--- config.mk ---
export PLATFORM = sky130hd
export DESIGN_NAME = cr_frame_packer_flat
export DESIGN_NICKNAME = d
export VERILOG_FILES = /design/src/rtl/cr_frame_packer_pkg.sv /design/src/rtl/cr_frame_packer_if.sv /design/src/rtl/cr_frame_packer_reg_slice.sv /design/src/rtl/cr_frame_packer.sv /design/src/flat_wrapper.sv
export SDC_FILE = /design/constraint.sdc
export NUM_CORES = 1
export LEC_CHECK = 0
export CAP_MARGIN = 20
export CORE_MARGIN = 5
export CORE_UTILIZATION = 45
export CTS_BUF_LIST = sky130_fd_sc_hd__clkbuf_8
export CTS_CLUSTER_SIZE = 30
export DETAILED_ROUTE_END_ITERATION = 16
export PLACE_DENSITY = 0.68
export SLEW_MARGIN = 0
export SYNTH_ARGS = -nofsm -noshare
export SYNTH_HDL_FRONTEND = slang
export SYNTH_SLANG_ARGS = --single-unit
--- constraint.sdc ---
create_clock -name clk -period 5.19 [get_ports clk]
set_clock_uncertainty 0.1 [all_clocks]
set_input_delay 1.038 -clock clk [delete_from_list [all_inputs] [get_ports clk]]
set_output_delay 1.038 -clock clk [all_outputs]
set_load 0.01 [all_outputs]
--- src/rtl/cr_frame_packer_pkg.sv ---
// Shared types and constants for the credit-path frame packer.
package cr_frame_pkg;

    typedef enum logic [1:0] {
        ST_IDLE,
        ST_DATA,
        ST_CSUM
    } cr_frame_state_t;

    // A frame_len of 0 selects the longest frame.
    localparam int LEN_ZERO_MEANS = 16;

    // Wide enough to hold LEN_ZERO_MEANS.
    localparam int LEN_W = 5;

    // Map the 4-bit frame_len input to a payload word count.
    function automatic logic [LEN_W-1:0] decode_len(input logic [3:0] fl);
        if (fl == 4'd0) begin
            return LEN_W'(LEN_ZERO_MEANS);
        end
        return {1'b0, fl};
    endfunction

endpackage

--- src/rtl/cr_frame_packer_if.sv ---
// AXI-Stream style handshake bundle used on both sides of the packer.
interface type_i_axis #(
    parameter int WIDTH = 16
);
    logic             tvalid;
    logic             tready;
    logic [WIDTH-1:0] tdata;
    logic             tlast;

    modport master (
        output tvalid,
        output tdata,
        output tlast,
        input  tready
    );

    modport slave (
        input  tvalid,
        input  tdata,
        input  tlast,
        output tready
    );
endinterface

--- src/rtl/cr_frame_packer_reg_slice.sv ---
// One-entry register slice: the only output register of the packer.
// Accepts a new entry whenever it is empty or being drained this cycle.
module cr_axis_reg_slice #(
    parameter int WIDTH = 16
) (
    input  logic             clk,
    input  logic             reset_n,
    input  logic             in_valid,
    input  logic [WIDTH-1:0] in_data,
    input  logic             in_last,
    output logic             in_ready,
    output logic             out_valid,
    output logic [WIDTH-1:0] out_data,
    output logic             out_last,
    input  logic             out_ready
);

    logic             valid_q, valid_d;
    logic [WIDTH-1:0] data_q, data_d;
    logic             last_q, last_d;
    logic             load;

    assign in_ready = ~valid_q | out_ready;
    assign load     = in_valid & in_ready;

    // Next-state: load on handshake, otherwise clear once drained, else hold.
    always_comb begin
        valid_d = valid_q;
        data_d  = data_q;
        last_d  = last_q;
        if (load) begin
            valid_d = 1'b1;
            data_d  = in_data;
            last_d  = in_last;
        end else if (out_ready) begin
            valid_d = 1'b0;
        end
    end

    // Slice registers.
    always_ff @(posedge clk or negedge reset_n) begin
        if (!reset_n) begin
            valid_q <= 1'b0;
            data_q  <= '0;
            last_q  <= 1'b0;
        end else begin
            valid_q <= valid_d;
            data_q  <= data_d;
            last_q  <= last_d;
        end
    end

    assign out_valid = valid_q;
    assign out_data  = data_q;
    assign out_last  = last_q;

endmodule

--- src/rtl/cr_frame_packer.sv ---
// Groups input words into frames of frame_len words and appends a
// modulo-2^WIDTH checksum word marked with tlast.
//
// state   | meaning
// --------+------------------------------------------------
// ST_IDLE | no frame collecting; next accepted word opens one
// ST_DATA | payload words being collected
// ST_CSUM | checksum waiting to enter the output slice
module cr_frame_packer
    import cr_frame_pkg::*;
#(
    parameter int WIDTH = 16,
    parameter int CNT_W = 16
) (
    input  logic             clk,
    input  logic             reset_n,
    type_i_axis.slave        stream_in,
    input  logic [3:0]       frame_len,
    type_i_axis.master       frame_out,
    output logic [CNT_W-1:0] frame_cnt,
    output logic             busy
);

    cr_frame_state_t  state_q, state_d;
    logic [LEN_W-1:0] len_q, len_d;
    logic [LEN_W-1:0] word_cnt_q, word_cnt_d;
    logic [WIDTH-1:0] sum_q, sum_d;
    logic [CNT_W-1:0] frame_cnt_q, frame_cnt_d;

    logic             slice_ready;
    logic             slice_valid;
    logic             slice_last;
    logic [WIDTH-1:0] slice_data;
    logic             slice_in_valid;
    logic [WIDTH-1:0] slice_in_data;
    logic             in_ready;
    logic             accept_in;
    logic             tlast_acc;
    logic [LEN_W-1:0] word_cnt_inc;
    logic             unused_tlast;

    // Input tlast carries no meaning here; framing is by count only.
    assign unused_tlast = stream_in.tlast;

    // Input is held off while reset is asserted and while the checksum waits.
    assign in_ready        = reset_n & (state_q != ST_CSUM) & slice_ready;
    assign stream_in.tready = in_ready;
    assign accept_in       = stream_in.tvalid & in_ready;

    assign slice_in_valid = (state_q == ST_CSUM) | accept_in;
    assign slice_in_data  = (state_q == ST_CSUM) ? sum_q : stream_in.tdata;
    assign tlast_acc      = slice_valid & slice_last & frame_out.tready;
    assign word_cnt_inc   = word_cnt_q + LEN_W'(1);

    cr_axis_reg_slice #(
        .WIDTH (WIDTH)
    ) u_slice (
        .clk       (clk),
        .reset_n   (reset_n),
        .in_valid  (slice_in_valid),
        .in_data   (slice_in_data),
        .in_last   (state_q == ST_CSUM),
        .in_ready  (slice_ready),
        .out_valid (slice_valid),
        .out_data  (slice_data),
        .out_last  (slice_last),
        .out_ready (frame_out.tready)
    );

    assign frame_out.tvalid = slice_valid;
    assign frame_out.tdata  = slice_data;
    assign frame_out.tlast  = slice_last;

    // Next-state for the framing FSM, word counter, checksum and frame count.
    always_comb begin
        state_d     = state_q;
        len_d       = len_q;
        word_cnt_d  = word_cnt_q;
        sum_d       = sum_q;
        frame_cnt_d = frame_cnt_q + CNT_W'(tlast_acc);
        case (state_q)
            ST_IDLE: begin
                if (accept_in) begin
                    len_d      = decode_len(frame_len);
                    word_cnt_d = LEN_W'(1);
                    sum_d      = stream_in.tdata;
                    state_d    = (len_d == LEN_W'(1)) ? ST_CSUM : ST_DATA;
                end
            end
            ST_DATA: begin
                if (accept_in) begin
                    sum_d      = sum_q + stream_in.tdata;
                    word_cnt_d = word_cnt_inc;
                    if (word_cnt_inc == len_q) begin
                        state_d = ST_CSUM;
                    end
                end
            end
            ST_CSUM: begin
                // Checksum enters the slice this edge; the frame closes
                // downstream when the slice hands it off.
                if (slice_ready) begin
                    state_d = ST_IDLE;
                end
            end
            default: state_d = ST_IDLE;
        endcase
    end

    // FSM and datapath registers.
    always_ff @(posedge clk or negedge reset_n) begin
        if (!reset_n) begin
            state_q     <= ST_IDLE;
            len_q       <= '0;
            word_cnt_q  <= '0;
            sum_q       <= '0;
            frame_cnt_q <= '0;
        end else begin
            state_q     <= state_d;
            len_q       <= len_d;
            word_cnt_q  <= word_cnt_d;
            sum_q       <= sum_d;
            frame_cnt_q <= frame_cnt_d;
        end
    end

    // A frame stays open until its checksum has left the output slice.
    assign busy      = (state_q != ST_IDLE) | (slice_valid & slice_last);
    assign frame_cnt = frame_cnt_q;

endmodule
--- src/flat_wrapper.sv ---
// flat-port wrapper written by rule: the top's interface ports become plain ports
module cr_frame_packer_flat import cr_frame_pkg::*;
#(
    parameter int WIDTH = 16,
    parameter int CNT_W = 16
)
  (clk, reset_n, frame_len, frame_cnt, busy, stream_in_tvalid, stream_in_tdata, stream_in_tlast, stream_in_tready, frame_out_tvalid, frame_out_tdata, frame_out_tlast, frame_out_tready);
  type_i_axis #(.WIDTH(WIDTH)) stream_in_i ();
  type_i_axis #(.WIDTH(WIDTH)) frame_out_i ();
  input  logic clk;
  input  logic reset_n;
  input  logic [3:0] frame_len;
  output logic [CNT_W-1:0] frame_cnt;
  output logic busy;
  input wire logic [$bits(stream_in_i.tvalid)-1:0] stream_in_tvalid;
  input wire logic [$bits(stream_in_i.tdata)-1:0] stream_in_tdata;
  input wire logic [$bits(stream_in_i.tlast)-1:0] stream_in_tlast;
  output wire logic [$bits(stream_in_i.tready)-1:0] stream_in_tready;
  output wire logic [$bits(frame_out_i.tvalid)-1:0] frame_out_tvalid;
  output wire logic [$bits(frame_out_i.tdata)-1:0] frame_out_tdata;
  output wire logic [$bits(frame_out_i.tlast)-1:0] frame_out_tlast;
  input wire logic [$bits(frame_out_i.tready)-1:0] frame_out_tready;
  assign stream_in_i.tvalid = stream_in_tvalid;
  assign stream_in_i.tdata = stream_in_tdata;
  assign stream_in_i.tlast = stream_in_tlast;
  assign stream_in_tready = stream_in_i.tready;
  assign frame_out_tvalid = frame_out_i.tvalid;
  assign frame_out_tdata = frame_out_i.tdata;
  assign frame_out_tlast = frame_out_i.tlast;
  assign frame_out_i.tready = frame_out_tready;
  cr_frame_packer #(.WIDTH(WIDTH), .CNT_W(CNT_W)) u_core (.clk(clk), .reset_n(reset_n), .stream_in(stream_in_i), .frame_len(frame_len), .frame_out(frame_out_i), .frame_cnt(frame_cnt), .busy(busy));
endmodule
# Yosys cells after proc, flatten, opt, wreduce, memory -nomap -nowiden
# Cells that the tools add are included.
# op_classes
addsub	3
eq_ne	9
mux	22
n_bitwise	10
n_reduce_logical	8
# op_table
cell	n
$mux W16	3
$pmux W16 S2	1
$mux W5	6
$add A16 B1 Y16	1
$add A16 B16 Y16	1
$mux W2	5
$pmux W5 S2	1
$ne A2 B1 Y1 const B	4
$and A1 B1 Y1	6
$pmux W2 S3	1
$reduce_bool A2 Y1	3
$add A5 B1 Y5 const B	1
$eq A5 B1 Y1 const B	1
$eq A5 B5 Y1	1
$mux W1	5
$logic_not A4 Y1	1
$reduce_and A4 Y1	1
$or A1 B1 Y1	3
$reduce_and A3 Y1	1
$eq A2 B1 Y1 const B	1
$eq A2 B2 Y1 const B	1
$logic_not A2 Y1	1
$ne A2 B2 Y1 const B	1
$reduce_and A2 Y1	1
$not A1 Y1	1
# word_totals
ff_bits	62
inputBits	25
out_inout_bits	36
word_cells	60

# Logic depth before layout (Yosys ltp)
# depth
word_depth	13
depth_mapped	9
depth_no_buf	9

# Modules after synthesis
# Synthesis repeated with hierarchy kept, for this count alone.
# unflattened
hier_cells	333
hier_area_um2	3621.0
# modules_own_cells
mod	instances	cells_per_inst	area_each_um2	seq_area_each_um2
cr_frame_packer	1	294	2889.0	1101.1
cr_axis_reg_slice	1	39	732.0	450.4

# Worst setup path before layout
# OpenSTA, ideal clock, no wires.
# synth_path
path_type	input -> register
start	in stream_in_tdata[0]
end	reg u_core.sum_q[12]
setup_time_ps	110
arrival_time_ps	2680
required_ps	4980
slack_ps	2299
stages	9
path_buffers	0
cell_sequence	ha_1 -> fa_1 -> a211oi_1 -> o21ai_1 -> nand3_1 -> nand2_1 -> nand2_1 -> mux2i_1 -> o41ai_1
# synth_between
elab_chain_cells	3
# synth_lines
item	line_no	text
from (decl)	flat_wrapper.sv:16	input wire logic [$bits(stream_in_i.tdata)-1:0] stream_in_tdata;
$add A16 B16 Y16	cr_frame_packer.sv:92	sum_d = sum_q + stream_in.tdata;
$mux W16	cr_frame_packer.sv:91	if (accept_in) begin
$pmux W16 S2	cr_frame_packer.sv:81	case (state_q)
to (signal assigned)	cr_frame_packer.sv:122	sum_q <= sum_d;
to (decl)	cr_frame_packer.sv:27	logic [WIDTH-1:0] sum_q, sum_d;
# Every way passes these cells. The select of a mux whose other input is x is not followed.
# A chain may end at the register's enable or synchronous reset.

# Final worst setup path
# layout_path
start	in frame_out_tready
end	out stream_in_tready
# layout_between
elab_chain_cells	2
# layout_lines
item	line_no	text
from (decl)	flat_wrapper.sv:22	input wire logic [$bits(frame_out_i.tready)-1:0] frame_out_tready;
$or A1 B1 Y1	cr_frame_packer_reg_slice.sv:23	assign in_ready = ~valid_q | out_ready;
$and A1 B1 Y1	cr_frame_packer.sv:46	assign in_ready = reset_n & (state_q != ST_CSUM) & slice_ready;
to (decl)	flat_wrapper.sv:18	output wire logic [$bits(stream_in_i.tready)-1:0] stream_in_tready;
# Every way passes these cells.

==> results.md <==
- Placer Congestion: 0.841
- Total number of vias: 2,894
- # Max-Cap Violations: 0
- Final max-slew violation count: 0
- EDFF count, synth: 0
- Setup TNS: 0 ps
- Critical Path AT: 2420 ps
- Fmax: between 0.2 and 0.3 GHz
- Synth Warn #: 0
- HPWL Detailed: around 5.7 mm
- Max Root-Sink Buffers: 2
- Die Footprint: 9670 um^2
- Sequential power share: a little over a third
- Share of layout cells above drive strength 1: 8.11%
- PwrDens: 464 nW/um^2
- Gate Count Post-Synth: 379
- Layout area overhead: 25.7%
- Worst slew pin tran: 585 ps
- Vias/cell: 5.30
- Crit share post-route: 68.5%
- Total CTS buffers: 9
- Slew headroom: 61.0%
- DR iter-0 viols: 131
- Sequential fraction of the synthesis area: 44.2%
- DR WL/cell: 14.5 um
- Post-CTS setup buffers: 0
- Remaining DRCs: 0
- Critical path peak fanout: 7
- Core area: about 7600 um^2
- Seq cells post-synth: 62
- Tightest Hold Check Type: flip-flop to flip-flop
- Antenna-violating nets left: 0
- First-pass GRT wire length: between 10 and 15 mm
- Status: completed
- Clock slew at reported path FFs: 70 ps
- DR pass1 iterations: 4
- H-Tree Depth: 3
- RSZ-0062 raised after global routing: no
- Final Non-Filler Cells: 546
- # port buffers: 59
- IO Count: 61
- Sinks on Clock Net: 62
- Die Ht: around 98 um
- Clock Tree Root: clkbuf_8
- Clk_lat worst skew: 330 ps
- # rows: 32
- Buf+Inv Stages, Crit Path: 2
- Initial core utilization: between 40% and 50%
- Hold Violations, Final: 0
- Gate power share: 45.1%
- Clock share of power: approximately 20%
- # nets final: 484
- Mapped Area: between 3000 and 4000 um^2
- GRT Resource Usage Total: 16.8%
- Yosys cell types: 47
- Worst Path Required: 4050 ps
- Top_reg_cell synth: dfrtp_1
- Syn nets: 423
- ANT cells: 0
- Multi-input gate area: between 1500 and 2000 um^2
- Vias in the first global route: 2,844
- Total wire length: 7.90 mm
- CTS tree: yes
- Startpoint types: input port
- WS Path Type: input port to primary output
- Post-synth ARST share: 100%
- Leak Pwr: around 2.0 nW
- Synthesized area per cell: between 9 and 10 um^2
- Fillers: 691
- Final critical-path required period: 3560 ps
- Slowest cell delay on critical path: ~530 ps
- Worst Setup End Kind: primary output
- Initial antenna violation count: 0
- Reg area: approximately 1600 um^2
- Switching power total: 0.000759 W
- Crit-path slowest cell: clkdlybuf4s50_1
- Grt ovf: 0
- Pint: 0.00129 W
- Chip width: 98.3 um
- Critical path's most frequent cell: clkdlybuf4s50_1
- Largest net degree at the start of global routing: 42
- Number of gates resized after CTS: 0
- Final setup viols: 0
- CP delay by family, top: buffers and inverters
- Switching Share: 37.1%
- CP cell instances: clkdlybuf4s50_1 -> nand2b_2 -> and3_1 -> clkdlybuf4s50_1
- Worst VDD drop: 0.209 mV
- Hold_buf cts: 0
- Inst Count DP: 530
cells by family after synthesis:
| group | Yosys count | share of synthesized area [%] |
|---|---|---|
| AND/OR/NAND/NOR | 159 | 20.6 |
| AO/OA/AOI/OAI | 73 | 13.6 |
| flip-flops | 62 | 44.2 |
| XOR/XNOR | 33 | 8.23 |
| buffers and inverters | 19 | 2.10 |
| adder cells (fa/ha/maj) | 19 | 6.99 |
| multiplexers | 14 | 4.31 |
final timing paths:
kind / startpoint / to / slack [ps] / depth (start not counted)
max: frame_out_tready / stream_in_tready / 1630 / 4
min: u_core.frame_cnt[15] / u_core.frame_cnt[15] / 370 / 1
max reg2reg: u_core.sum_q[0] / u_core.sum_q[12] / 2640 / 9
min reg2reg: u_core.frame_cnt[15] / u_core.frame_cnt[15] / 370 / 1
max in group asynchronous: reset_n / u_core.u_slice.out_data[10] / 3460 / 2
min in group asynchronous: reset_n / u_core.frame_cnt[0] / 590 / 1
per-layer routing:
| metal | part of all wire (%) | GRT usage [%] | vias to the layer above |
|---|---|---|---|
| met3 | 4.8 | 3.21 | 6 |
| met5 | 0 | 0 | - |
| li1 | - | - | 1449 |
| met1 | 45 | 21.4 | 1376 |
| met2 | 49 | 29.2 | 63 |
| met4 | 0.96 | 4.73 | 0 |
cells in the mapped netlist (3+ instances only):
cell type / instances / area (um^2)
ha_1: 18 / 225
a21oi_1: 13 / 65.1
and3_1: 5 / 31.3
xnor2_1: 22 / 193
nor2_1: 36 / 135
nor4_1: 3 / 18.8
nand2_1: 66 / 248
clkbuf_1: 13 / 48.8
nor3b_1: 3 / 22.5
o21ai_1: 3 / 15.0
a31oi_1: 22 / 138
o21ai_0: 16 / 80.1
mux2_2: 5 / 56.3
xor2_1: 11 / 96.3
nor3_1: 9 / 45.0
nand3_1: 21 / 105
inv_1: 3 / 11.3
nor2b_1: 3 / 18.8
dfrtp_1: 62 / 1550
mux2i_1: 8 / 80.1
a21o_1: 6 / 45.0
metrics by stage:
step           hold slack [ps]  util [%]  power, W  setup slack [ps]  cell area [um^2]
5_1_grt                    387      57.7   0.00221              1590              4410
6_report                   372      57.7   0.00205              1630              4410
4_1_cts                    376      57.5   0.00206              1630              4400
3_5_place_dp               362      55.1   0.00164              1420              4210
2_1_floorplan              369         -   0.00139              2300              3510
3_3_place_gp               360      55.1   0.00161              1480              4210
power by group through the flow:
stage	logic, W	clock network, W	registers [W]
final	0.000923	0.000410	0.000715
after global routing	0.00103	0.000446	0.000734
after CTS	0.000925	0.000422	0.000716
after detailed placement	0.000918	0	0.000726
after global placement	0.000895	0	0.000717
after floorplan	0.000675	0	0.000716
worst register-to-register path: stages (launching register included):
cell	delay [ps]
dfrtp_1	400
ha_1	220
fa_1	430
a211oi_1	350
o21ai_1	160
nand3_1	130
nand2_1	90
nand2_1	100
mux2i_1	80
o41ai_1	360
cell usage in the layout, fill, tap and decap left out, drive strengths merged, types with 2 or more instances in the layout:
cell type / Yosys / layout
a211oi: 2 / 2
a21o: 6 / 6
a21oi: 13 / 13
a31oi: 22 / 22
and3: 6 / 6
and4: 2 / 2
buf: 3 / 8
clkbuf: 13 / 10
clkdlybuf4s50: 0 / 58
clkinv: 0 / 2
dfrtp: 62 / 62
ha: 18 / 18
inv: 3 / 4
mux2: 6 / 6
mux2i: 8 / 8
nand2: 66 / 66
nand2b: 3 / 3
nand3: 21 / 21
nand4: 2 / 2
nor2: 37 / 37
nor2b: 3 / 3
nor3: 9 / 9
nor3b: 3 / 3
nor4: 3 / 3
o21ai: 20 / 20
o21bai: 2 / 2
xnor2: 22 / 22
xor2: 11 / 11
sequential cells by signal (all words and copies together) (netlist names):
| name | count |
|---|---|
| u_core.sum_q | 16 |
| u_core.frame_cnt | 16 |
| u_core.len_q | 5 |
| u_core.u_slice.out_data | 16 |
| u_core.word_cnt_q | 5 |
| u_core.state_q | 2 |
| u_core.u_slice.out_valid | 1 |
| u_core.u_slice.out_last | 1 |
area by class of cell:
type / count / area share, %
Tap cell: 102 / 2.89
Sequential cell: 62 / 35.1
Clock buffer: 10 / 3.12
Inverter: 3 / 0.255
Timing Repair Buffer: 66 / 14.6
Clock inverter: 5 / 1.16
Multi-Input combinational cell: 298 / 42.8
(Power assumes the default switching activity.)
